`config.mk`:
```
export PLATFORM = sky130hd
export DESIGN_NAME = toggle_led_sequencer
export DESIGN_NICKNAME = d
export VERILOG_FILES = /design/src/rtl/toggle_led_sequencer.sv
export SDC_FILE = /design/constraint.sdc
export NUM_CORES = 1
export LEC_CHECK = 0
export BUFFER_PORTS_ARGS = -buffer_cell sky130_fd_sc_hd__buf_2
export CAP_MARGIN = 40
export CORE_ASPECT_RATIO = 1.25
export CORE_MARGIN = 3
export CORE_UTILIZATION = 35
export CTS_CLUSTER_SIZE = 40
export DETAILED_ROUTE_END_ITERATION = 10
export GPL_TIMING_DRIVEN = 0
export PLACE_DENSITY_LB_ADDON = 0.2
export SYNTH_ARGS = -nofsm -noshare
export SYNTH_HDL_FRONTEND = slang
export SYNTH_SLANG_ARGS = --single-unit
```
`constraint.sdc`:
```
create_clock -name clk -period 1.75 [get_ports clk]
set_input_delay 0.0875 -clock clk [delete_from_list [all_inputs] [get_ports clk]]
set_output_delay 0.0875 -clock clk [all_outputs]
set_load 0.005 [all_outputs]
```
`src/rtl/toggle_led_sequencer.sv`:
```
// toggle_led_sequencer: turns upstream toggle edges into ticks and steps a PWM-dimmed one-hot LED.
// Optional macro SEQ_BOUNCE_EN: reflect at the ends instead of wrapping.
module toggle_led_sequencer #(
  parameter int LED_W = 8,
  parameter int DIV   = 4,
  parameter int PWM_W = 4
) (
  input  logic             clk,
  input  logic             rst_n,
  input  logic             toggle_in,
  input  logic             en,
  input  logic             start,
  input  logic             stop,
  input  logic             dir,
  input  logic [PWM_W-1:0] duty,
  output logic [LED_W-1:0] led,
  output logic [7:0]       step_count,
  output logic             busy,
  output logic             wrap_pulse
);

  localparam int DW = (DIV > 1) ? $clog2(DIV) : 1;

  typedef enum logic [1:0] {
    ST_IDLE,
    ST_RUN,
    ST_PAUSE
  } state_t;

  state_t           r_state;
  state_t           w_nxt;
  logic             r_s1;
  logic             r_s2;
  logic             r_s3;
  logic [LED_W-1:0] r_pos;
  logic [LED_W-1:0] w_pos_nxt;
  logic [DW-1:0]    r_div;
  logic [PWM_W-1:0] r_pwm;
  logic [7:0]       r_cnt;
  logic             r_busy;
  logic             r_wrap;
  logic [LED_W-1:0] r_led;
  logic             w_tick;
  logic             w_step;
  logic             w_dn;
  logic             w_end;
  logic             w_mv_dn;
  logic             w_gate;

  assign w_tick = r_s2 ^ r_s3;
  assign w_gate = (&duty) | (r_pwm < duty);
  assign w_step = (r_state == ST_RUN) & w_tick
                & (r_div == DW'(DIV - 1)) & ~stop;

`ifdef SEQ_BOUNCE_EN
  logic r_dir;

  // At an end the move is mirrored and the held direction flips
  assign w_dn    = r_dir;
  assign w_end   = w_dn ? r_pos[0] : r_pos[LED_W-1];
  assign w_mv_dn = w_dn ^ w_end;

  always_ff @(posedge clk or negedge rst_n) begin
    if (!rst_n) begin
      r_dir <= 1'b0;
    end else if (r_state == ST_IDLE && start && !stop) begin
      r_dir <= dir;
    end else if (w_step && w_end) begin
      r_dir <= ~r_dir;
    end
  end
`else
  assign w_dn    = dir;
  assign w_end   = w_dn ? r_pos[0] : r_pos[LED_W-1];
  assign w_mv_dn = w_dn;
`endif

  assign w_pos_nxt = w_mv_dn ? {r_pos[0], r_pos[LED_W-1:1]}
                             : {r_pos[LED_W-2:0], r_pos[LED_W-1]};

  always_ff @(posedge clk or negedge rst_n) begin
    if (!rst_n) begin
      r_state <= ST_IDLE;
    end else begin
      r_state <= w_nxt;
    end
  end

  always_comb begin
    w_nxt = r_state;
    if (stop) begin
      w_nxt = ST_IDLE;
    end else begin
      unique case (r_state)
        ST_IDLE:  if (start) w_nxt = ST_RUN;
        ST_RUN:   if (!en)   w_nxt = ST_PAUSE;
        ST_PAUSE: if (en)    w_nxt = ST_RUN;
        default:             w_nxt = ST_IDLE;
      endcase
    end
  end

  always_ff @(posedge clk or negedge rst_n) begin
    if (!rst_n) begin
      r_s1   <= 1'b0;
      r_s2   <= 1'b0;
      r_s3   <= 1'b0;
      r_pwm  <= '0;
      r_busy <= 1'b0;
      r_led  <= '0;
      r_wrap <= 1'b0;
      r_pos  <= LED_W'(1);
      r_div  <= '0;
      r_cnt  <= '0;
    end else begin
      r_s1   <= toggle_in;
      r_s2   <= r_s1;
      r_s3   <= r_s2;
      r_pwm  <= r_pwm + 1'b1;
      r_busy <= (w_nxt != ST_IDLE);
      r_led  <= r_busy ? (r_pos & {LED_W{w_gate}}) : '0;
      r_wrap <= 1'b0;
      if (stop || r_state == ST_IDLE) begin
        r_pos <= LED_W'(1);
        r_div <= '0;
      end else if (w_step) begin
        r_div  <= '0;
        r_pos  <= w_pos_nxt;
        r_cnt  <= r_cnt + 8'd1;
        r_wrap <= w_end;
      end else if (r_state == ST_RUN && w_tick) begin
        r_div <= r_div + 1'b1;
      end
    end
  end

  assign led        = r_led;
  assign step_count = r_cnt;
  assign busy       = r_busy;
  assign wrap_pulse = r_wrap;

endmodule

```
Word level (Yosys, flattened, before mapping)
Cells that the tools add are included.
Cells by class
  muxes and demuxes: 15
  equal/unequal tests: 3
  reduce and logical (&&, ||, !) cells: 8
  add/sub/neg operators: 3
  bitwise logic cells: 8
  order comparisons: 1
Operators with widths (count)
  $mux W8: 4
  $mux W2: 7
  $add A8 B1 Y8 const B: 1
  $and A8 B8 Y8: 1
  $pmux W2 S3: 1
  $add A4 B1 Y4 const B: 1
  $eq A2 B2 Y1 const B: 2
  $lt A4 B4 Y1: 1
  $reduce_and A4 Y1: 1
  $reduce_bool A2 Y1: 2
  $and A1 B1 Y1: 3
  $mux W1: 3
  $reduce_bool A3 Y1: 1
  $add A2 B1 Y2 const B: 1
  $eq A2 B1 Y1 const B: 1
  $logic_not A2 Y1: 1
  $not A1 Y1: 2
  $reduce_and A2 Y1: 1
  $logic_and A1 B1 Y1: 1
  $logic_or A1 B1 Y1: 1
  $or A1 B1 Y1: 1
  $xor A1 B1 Y1: 1
Storage, ports and cells
  register bits: 37
  output and inout bits: 18

Depth between registers and ports, before layout
Gate-level depths: netlist (run 1).
  depth in word-level cells: 6
  mapped depth: 6
  mapped depth without buffers: 5

Least setup slack after synthesis (run 1)
Ideal clock, no wire load.
  path type: reg-to-reg
  start: register r_pwm[3]
  end: register r_led[0], in the netlist led[0]
  cell stages (with the launch flop): 5
  required time: 1602 ps
  library setup time: 148 ps
  arrival: 1218 ps
  clock period less this slack: 1365 ps
  path slack: 385 ps
  cells stage by stage: dfrtp_1 -> ha_1 -> nand2_1 -> o21ai_0 -> a21boi_0
Between the ends
  longest elaborated chain between the ends: 4
Ends and longest elaborated chain
  from (decl): RTL line 38  | logic [PWM_W-1:0] r_pwm;
  from (signal assigned): RTL line 119  | r_pwm <= r_pwm + 1'b1;
  $lt A4 B4 Y1: RTL line 51  | assign w_gate = (&duty) | (r_pwm < duty);
  $or A1 B1 Y1: RTL line 51
  $and A8 B8 Y8: RTL line 121  | r_led <= r_busy ? (r_pos & {LED_W{w_gate}}) : '0;
  $mux W8: RTL line 121
  to (signal assigned): RTL line 121
  to (decl): RTL line 42  | logic [LED_W-1:0] r_led;
Every way passes these cells.
A chain may end at the register's enable or synchronous reset.

Final worst setup path (run 1)
  start: register r_pwm[3]
  end: register r_led[7], in the netlist led[7]
The elaborated chain is that of the path after synthesis.

==> results of run 1 <==
report_power, final:
part / switching [uW] / internal, uW / total [uW] / leakage [uW]
clock network: 279 / 355 / 635 / 0.0000542
logic: 56.3 / 38.5 / 94.7 / 0.000442
registers: 14.4 / 868 / 883 / 0.000498
total: 350 / 1260 / 1610 / 0.000995
cell type report:
class / count / area [um2] / share of cell area [%]
Buffer: 3 / 20.0 / 1.01
Clock buffer: 7 / 96.3 / 4.85
Clock inverter: 1 / 5.00 / 0.252
Inverter: 6 / 22.5 / 1.13
Multi-Input combinational cell: 86 / 676 / 34.0
Sequential cell: 37 / 927 / 46.7
Tap cell: 58 / 72.6 / 3.66
Timing Repair Buffer: 30 / 165 / 8.32
kinds of logic after synthesis:
| group | after synthesis |
|---|---|
| compound gates | 23 |
| mux | 10 |
| xor+xnor | 11 |
| buf+inv | 9 |
| simple gates | 36 |
| flops | 37 |
| fa+ha+maj | 6 |
per-stage QoR:
step                instances  total power [uW]  hold slack (ns)
floorplan                 132               944           -0.208
global placement          217               985            0.197
detailed placement        217               991            0.197
CTS                       228              1640           0.0383
global route              228              1690           0.0336
finish                    228              1610           0.0454
critical path: stages (launching register included):
cell	delay, ns
dfrtp_1	0.40
ha_1	0.30
nand2_1	0.05
o21ai_1	0.38
a21boi_0	0.17
state kept, by name (all words and copies together) (netlist names):
signal / count
r_state: 2
r_pos: 8
r_div: 2
r_s2: 1
led: 8
r_s3: 1
busy: 1
wrap_pulse: 1
r_s1: 1
step_count: 8
r_pwm: 4
per-layer routing:
layer	vias to the layer above	track usage, %
li1	531	-
met5	-	0
met1	537	13.4
met4	0	6.09
met3	6	3.65
met2	31	20.1
what timing repair did:
item | in CTS | in global routing
hold buffers | 3 | 0
setup endpoints to repair | 0 | 8
hold endpoints to repair | 38 | 0
resized for setup | 0 | 1
synthesized netlist by cell type, drive strengths merged:
library cell	instances
and4bb	1
a21boi	8
mux2i	9
dfstp	1
nor2	6
dfrtp	36
o21a	1
xor2	6
mux2	1
xnor2	5
nand4	2
nand2	4
and2	1
buf	3
nor3	4
ha	6
o41ai	1
o21ai	9
nand3	15
inv	6
a21oi	1
nand2b	1
o211ai	1
and3	1
nand3b	1
a211oi	2
worst max path at each step:
stage,start,end,slack [ns]
after global placement,r_pwm[3],led[0],0.15
after global routing,r_pwm[3],led[7],0.17
final,r_pwm[3],led[7],0.32
after detailed placement,r_pwm[3],led[1],0.11
after CTS,r_pwm[3],led[1],0.10
after floorplan,r_pwm[3],led[0],0.38
==> results.py, run 1 <==
metrics = {
    "timing": {
        "max_freq_mhz": 698,
        "hold_violations": 0,
        "worstMarginPinSlew_ns": 0.815,
        "rsz0062_at_grt": "false",
        "drv_slew": 0,
        "setup_violations": 0,
        "fin_crit_ns": 1.43,
        "skew_ns": 0.00516,
        "relSlewSlack_pct": 45.6,
        "finalCritPeriodShare_pct": 81.8,
        "setup-tns-final_ns": 0,
        "setup_slack_ns": 0.318,
    },
    "floorplan": {
        "die_h_um": 82.7,
        "start_util_pct": 36.9,
        "die-area_mm2": 0.00556,
        "core-area_mm2": 0.00446,
        "ios": 29,
        "dieWidth_um": 67.3,
        "rows": 27,
    },
    "layout": {
        "final_common_cell": "dfrtp_1",
        "num_antenna_cells": 0,
        "areaGrowthSynthToFinish_pct": 20.6,
        "final_core_util_pct": 44.5,
        "final_cell_mix": "dfrtp_1, buf_2, nand3_1",
        "fillers": 437,
        "nNetsFinal": 186,
        "stdcell_area_mm2": 0.00198,
        "drive_gt1_share_pct": 28.2,
    },
    "global_route": {
        "grt_pass1_vias": 1085,
        "antenna_found_initial": 0,
        "grtUsageTotal_pct": 11.9,
        "grt_pass1_wl_um": 4930,
        "grt_max_degree": 38,
        "grt_overflow": 0,
    },
    "clock_tree": {
        "numCtsBuffers": 5,
        "tritoncts": "done",
        "cts_root_buf": "clkbuf_8",
        "clock_sinks": 37,
        "cts_setup_buffers": 0,
        "insertion_delay_ns": 0.28,
        "htree_levels": 2,
        "ctsLongestPathBuffers": 2,
        "cts.reportedPaths.clkPinSlew_ns": 0.07,
    },
    "synth": {
        "syn_inst": 132,
        "synth_compound_area_share_pct": 9.05,
        "synthesis.nets": 149,
        "synth.avg_cell_area_um2": 12.5,
        "yosysWarningCount": 0,
        "yosys.area_share.simple_pct": 13.4,
        "synth_top_area_share_pct": 54.8,
        "seq_area_frac_synth_pct": 56.3,
        "synth_mux_area_share_pct": 6.16,
        "synth.largest_area_cell": "dfrtp_1",
        "synth-xor-area-share_pct": 7.91,
        "syn_area_mm2": 0.00165,
        "yosysUniqueCellTypes": 33,
        "ys_ff_latch": 37,
        "synth_top_family_by_area": "simple AND/OR/NAND/NOR gates",
        "synth_area_leaders": "dfrtp_1, mux2i_1, ha_1",
        "synth_fa_ha_area_share_pct": 4.56,
    },
    "routing": {
        "dr_wl_met3_um": 170,
        "wirelength_um": 2900,
        "dr.pass1.iters": 4,
        "wl_met1_um": 1260,
        "drt_iter0_markers": 17,
        "met2_length_um": 1410,
        "vias": 1105,
        "route.detailed.drc": 0,
        "routed_via_density": 4.85,
        "ant_nets": 0,
        "top_layer": "met4",
        "wl_per_cell_um": 12.7,
    },
    "worst_setup_path": {
        "crit_path_end_kind": "register",
        "r2r_setup_slack_ns": 0.32,
        "cp.required_ns": 1.90,
        "crit_fanout": 8,
        "path_class": "register to register",
        "reg2reg_from": "r_pwm[3]",
        "start_kind": "register",
        "worstPathArrival_ns": 1.58,
        "rr_worst_depth": 4,
        "reg2reg_to": "led[7]",
    },
    "placement": {
        "gp_congestion": 0.740,
        "io_buffers": 27,
        "dpl_cell_area_mm2": 0.00185,
        "dp_hpwl_um": 2070,
        "pre_cts_slack_ns": 0.110,
    },
    "pwr": {
        "power.density_mw_per_mm2": 812,
        "irDropWorstVdd_v": 0.000552,
        "p_leak_uw": 0.000995,
    },
    "status": {
        "status": "complete, no violations",
    },
    "hold_path": {
        "hold_start": "stop",
        "hold_depth": 2,
        "hp-class": "primary input to register",
        "hold_end": "r_state[1]",
    },
    "run": {
        "drv_cap": 0,
    },
}
Note: power is estimated with default switching activity, not from simulation.
==> run 2: changes to the inputs <==
==> constraint.sdc (replaced) <==
create_clock -name clk -period 1.3 [get_ports clk]
set_input_delay 0.065 -clock clk [delete_from_list [all_inputs] [get_ports clk]]
set_output_delay 0.065 -clock clk [all_outputs]
set_load 0.005 [all_outputs]
==> run 2 against run 1 <==
Against the previous run:
- the flow now finishes with violations (negative setup slack)
- clock skew is 0.0016 ns lower
- register-to-register slack worse by 0.39 ns
- clock power is 19% higher
- die area stayed put
- setup slack worse by 0.39 ns
- fmax is 4.7% higher
- final cell count is 3.5% higher
- flip-flop and latch count stayed put
- critical path type unchanged
==> results.py, run 2 (same netlist as run 1, synthesis figures left out) <==
metrics = {
    "clock_tree": {
        "htree_levels": 2,
        "ctsLongestPathBuffers": 2,
        "cts.reportedPaths.clkPinSlew_ns": 0.07,
        "insertion_delay_ns": 0.28,
        "tritoncts": "done",
        "cts_root_buf": "clkbuf_8",
        "clock_sinks": 37,
        "numCtsBuffers": 5,
    },
    "worst_setup_path": {
        "start_kind": "register",
        "rr_worst_depth": 6,
        "crit_buf_inv": 1,
        "cp-startpoint": "r_div[1]",
        "cpLargestDelayFamily": "simple AND/OR/NAND/NOR gates",
        "reg2reg_to": "step_count[5]",
        "r2r_setup_slack_ns": -0.07,
        "crit_cells": 6,
        "crit_slowest_cell": "dfrtp_1",
        "reg2reg_from": "r_div[1]",
        "slowest_delay_ns": 0.41,
        "cp.required_ns": 1.51,
        "crit_fanout": 10,
        "crit_chain": "ha_4 > and4bb_4 > nand2_4 > buf_8 > nor2_4 > xor2_2",
        "path_class": "register to register",
        "worstPathArrival_ns": 1.58,
        "endpoint": "step_count[5]",
        "crit_path_end_kind": "register",
    },
    "routing": {
        "route.detailed.drc": 0,
        "drt_iter0_markers": 34,
        "routed_via_density": 4.77,
        "wl_per_cell_um": 13.0,
        "ant_nets": 0,
        "wirelength_um": 3060,
        "vias": 1125,
        "dr.pass1.iters": 4,
    },
    "layout": {
        "final_cell_mix": "dfrtp_1, buf_2, nand3_1",
        "fillers": 431,
        "drive_gt1_share_pct": 36.5,
        "fin_cells": 236,
        "stdcell_area_mm2": 0.00210,
        "num_antenna_cells": 0,
        "final_common_cell": "dfrtp_1",
        "areaGrowthSynthToFinish_pct": 27.7,
        "nNetsFinal": 194,
    },
    "timing": {
        "setup_slack_ns": -0.0681,
        "max_freq_mhz": 731,
        "relSlewSlack_pct": 45.5,
        "skew_ns": 0.00353,
        "rsz0062_at_grt": "true",
        "setup_violations": 15,
        "hold_violations": 0,
        "finalCritPeriodShare_pct": 105,
        "drv_slew": 0,
        "worstMarginPinSlew_ns": 0.817,
        "fin_crit_ns": 1.37,
    },
    "status": {
        "violations": "negative setup slack",
        "status": "finished, violations left",
    },
    "global_route": {
        "grt_pass1_vias": 1118,
        "grtUsageTotal_pct": 12.4,
        "grt_overflow": 0,
        "antenna_found_initial": 0,
        "grt_max_degree": 38,
        "grt_pass1_wl_um": 5130,
    },
    "floorplan": {
        "dieWidth_um": 67.3,
        "core-area_mm2": 0.00446,
        "start_util_pct": 36.9,
        "ios": 29,
        "die-area_mm2": 0.00556,
        "rows": 27,
        "die_h_um": 82.7,
    },
    "placement": {
        "dp.cells": 217,
        "io_buffers": 27,
        "dp_hpwl_um": 2100,
        "dpl_cell_area_mm2": 0.00186,
        "pre_cts_slack_ns": -0.148,
        "gp_congestion": 0.710,
    },
    "pwr": {
        "p_leak_uw": 0.00104,
        "power.density_mw_per_mm2": 999,
        "total_power_uw": 2100,
        "irDropWorstVdd_v": 0.000585,
    },
    "hold_path": {
        "hp-class": "primary input to register",
    },
    "run": {
        "drv_cap": 0,
    },
}
run 2: cell types whose count changed in the layout (fill, tap and decap cells not counted), sizes merged:
cell,delta
clkbuf,-1
clkinv,+1
buf,+8
run 2: through the flow:
| stage | utilization (%) | hold slack [ns] | setup TNS, ns |
|---|---|---|---|
| finish | 47.1 | 0.0202 | -0.431 |
| global route | 47.1 | 0.0287 | -1.62 |
| CTS | 46.1 | 0.00398 | -0.494 |
| detailed placement | 41.6 | 0.176 | -2.12 |
| global placement | 41.6 | 0.175 | -1.07 |
| floorplan | - | -0.231 | 0 |
run 2: worst min-delay path by stage:
stage | start | slack [ns] | end | depth (start not counted)
5_1_grt | stop | 0.03 | r_state[1] | 2
3_5_place_dp | toggle_in | 0.18 | r_s1 | 1
6_report | stop | 0.02 | r_state[1] | 2
3_3_place_gp | toggle_in | 0.18 | r_s1 | 1
2_1_floorplan | rst_n | -0.23 | busy | 0
4_1_cts | stop | 0.004 | r_state[1] | 2
run 2: cell type report:
cell class                 instances  area [um2]  share of cell area [%]
sequential                        37         927                    44.1
multi-input combinational         86         744                    35.4
timing repair buffer              38         225                    10.7
clock buffer                       6        72.6                    3.45
tap                               58        72.6                    3.45
buffer                             3        26.3                    1.25
inverter                           6        22.5                    1.07
clock inverter                     2        10.0                   0.476
run 2: routing by layer:
layer	global-route usage, %	vias up	part of all wire [%]
met5	0	-	0
met1	14.8	540	43
li1	-	549	-
met2	20.6	29	49
met4	5.48	0	1.9
met3	3.65	7	5.5
run 2: power by group:
group | switching [uW] | internal (uW)
combinational | 89.3 | 65.7
sequential | 18.0 | 1170
clock | 385 | 371
total | 493 | 1610
run 2: worst register-to-register path, stage by stage, from the launching register on:
cell and delay [ns]:
dfrtp_1 0.41, ha_4 0.16, and4bb_4 0.26, nand2_4 0.08, buf_8 0.16, nor2_4 0.10
xor2_2 0.14
run 2: repair_timing:
action / 4_1_cts / 5_1_grt
setup buffers: 5 / 3
endpoints found under the hold margin: 38 / 0
resized for setup: 15 / 12
endpoints found under the setup margin: 25 / 24
pin swaps: 3 / 10
hold buffers: 3 / 0
==> run 3: changes to the inputs <==
--- a/config.mk
+++ b/config.mk
@@ -9,7 +9,7 @@
 export CAP_MARGIN = 40
 export CORE_ASPECT_RATIO = 1.25
 export CORE_MARGIN = 3
-export CORE_UTILIZATION = 35
+export CORE_UTILIZATION = 49
 export CTS_CLUSTER_SIZE = 40
 export DETAILED_ROUTE_END_ITERATION = 10
 export GPL_TIMING_DRIVEN = 0
==> run 3 against run 2 <==
Against the previous run:
- the run still ends with negative setup slack left
- wire length is 2.5% lower
- setup slack better by 0.0062 ns
- global-route usage grew 4.0 points
- via count up 4.4%
- total power down 6.7%
- fmax rose by 0.46%
- sequential power is essentially flat
- critical path depth unchanged
- first-iteration DRC count did not move
- combinational power is 14% higher
- critical path type unchanged
- largest cell class unchanged
- highest routed layer unchanged
==> results.py, run 3 (same netlist as run 1, synthesis figures left out) <==
metrics = {
    "timing": {
        "max_freq_mhz": 734,
        "holdWs_ns": 0.0874,
        "setup-tns-final_ns": -0.296,
        "fin_crit_ns": 1.36,
        "finalCritPeriodShare_pct": 105,
        "skew_ns": 0.00713,
        "worstMarginPinSlew_ns": 0.803,
        "setup_slack_ns": -0.0619,
        "rsz0062_at_grt": "true",
        "setup_violations": 14,
        "drv_slew": 0,
        "relSlewSlack_pct": 46.5,
        "hold_violations": 0,
    },
    "routing": {
        "vias": 1175,
        "ant_nets": 0,
        "wirelength_um": 2990,
        "routed_via_density": 5.41,
        "drt_iter0_markers": 34,
        "route.detailed.drc": 0,
        "wl_per_cell_um": 13.8,
        "dr.pass1.iters": 4,
    },
    "clock_tree": {
        "clock_sinks": 37,
        "cts.reportedPaths.clkPinSlew_ns": 0.10,
        "htree_levels": 2,
        "cts_root_buf": "clkbuf_4",
        "tritoncts": "done",
        "ctsLongestPathBuffers": 2,
        "insertion_delay_ns": 0.33,
        "numCtsBuffers": 5,
    },
    "hold_path": {
        "hold_end": "busy",
        "hold_depth": 3,
        "hp-class": "primary input to register",
        "hold_start": "start",
    },
    "global_route": {
        "grt_overflow": 0,
        "grt_max_degree": 38,
        "antenna_found_initial": 0,
        "grt_pass1_wl_um": 5240,
        "grtUsageTotal_pct": 16.4,
        "grt_pass1_vias": 1187,
    },
    "placement": {
        "gp_congestion": 0.785,
        "dpl_cell_area_mm2": 0.00183,
        "dp_hpwl_um": 1980,
        "io_buffers": 27,
    },
    "status": {
        "violations": "negative setup slack",
        "status": "finished, violations left",
    },
    "worst_setup_path": {
        "cp.required_ns": 1.56,
        "reg2reg_from": "r_div[1]",
        "cpLargestDelayFamily": "simple AND/OR/NAND/NOR gates",
        "crit_chain": "ha_2 > and4bb_4 > nand2_4 > buf_6 > nor2_4 > xor2_2",
        "start_kind": "register",
        "slowest_delay_ns": 0.38,
        "path_class": "register to register",
        "crit_path_end_kind": "register",
        "r2r_setup_slack_ns": -0.06,
        "worstPathArrival_ns": 1.62,
        "crit_buf_inv": 1,
        "crit_fanout": 10,
        "cp-startpoint": "r_div[1]",
        "rr_worst_depth": 6,
        "crit_slowest_cell": "dfrtp_1",
        "reg2reg_to": "step_count[3]",
    },
    "layout": {
        "final_common_cell": "dfrtp_1",
        "final_core_util_pct": 68.3,
        "nNetsFinal": 198,
        "drive_gt1_share_pct": 39.2,
        "stdcell_area_mm2": 0.00211,
        "final_cell_mix": "dfrtp_1, buf_2, nand3_1",
        "areaGrowthSynthToFinish_pct": 28.1,
        "num_antenna_cells": 0,
    },
    "floorplan": {
        "ios": 29,
        "core-area_mm2": 0.00308,
        "start_util_pct": 53.4,
        "die-area_mm2": 0.00409,
        "rows": 22,
        "dieWidth_um": 57.8,
        "die_h_um": 70.8,
    },
    "pwr": {
        "power.density_mw_per_mm2": 929,
        "p_leak_uw": 0.00105,
        "irDropWorstVdd_v": 0.000871,
    },
    "run": {
        "drv_cap": 0,
    },
}
## run 3: cell count changes in the layout (fill, tap and decap cells not counted), sizes merged
cell	before	now
buf	38	41
clkbuf	6	7
clkinv	2	0
dlygate4sd3	3	4
## run 3: worst register-to-register path, delay by kind of cell (launching register included)
kind                       cells  cell delay (ns)
adders and majority gates      1             0.19
xor gates and xnor gates       1             0.13
DFF                            1             0.38
and+or+nand+nor                3             0.43
buffers and inverters          1             0.16
## run 3: repair_timing
item / in CTS / in global routing
hold endpoints to repair: 41 / 0
pin swaps: 4 / 16
setup endpoints to repair: 25 / 26
resized for setup: 15 / 17
hold buffers: 4 / 0
buffers inserted: 6 / 6
## run 3: area by class of cell
type	instances	area [um2]
Buffer	3	22.5
Clock buffer	7	55.1
Fill cell	250	976
Inverter	6	22.5
Multi-Input combinational cell	86	772
Sequential cell	37	928
Tap cell	36	45.0
Timing Repair Buffer	42	262
## run 3: power by group
group          internal, uW  switching [uW]
Combinational          78.7            98.3
Clock                   255             340
Sequential             1170            17.4
## run 3: how the worst max path moves through the flow
stage | to | slack, ns | cells past startpoint
finish | step_count[3] | -0.06 | 6
global route | step_count[3] | -0.13 | 6
CTS | step_count[3] | -0.06 | 6
detailed placement | led[5] | -0.11 | 4
global placement | led[0] | -0.06 | 4
floorplan | step_count[1] | 0.01 | 4
## run 3: metrics by stage
step | power [uW] | std cells | setup WS [ns]
2_1_floorplan | 1270 | 132 | 0.00978
3_3_place_gp | 1320 | 195 | -0.0646
6_report | 1960 | 217 | -0.0619
4_1_cts | 1960 | 212 | -0.0588
5_1_grt | 2060 | 217 | -0.129
3_5_place_dp | 1330 | 195 | -0.110
## run 3: per-layer routing
metal | global-route usage (%) | up-vias | wire length, um
met4 | 4.64 | 0 | 61
met1 | 19.0 | 583 | 1180
met2 | 28.3 | 27 | 1580
met5 | 0 | - | 0
met3 | 6.02 | 8 | 160
li1 | - | 557 | -
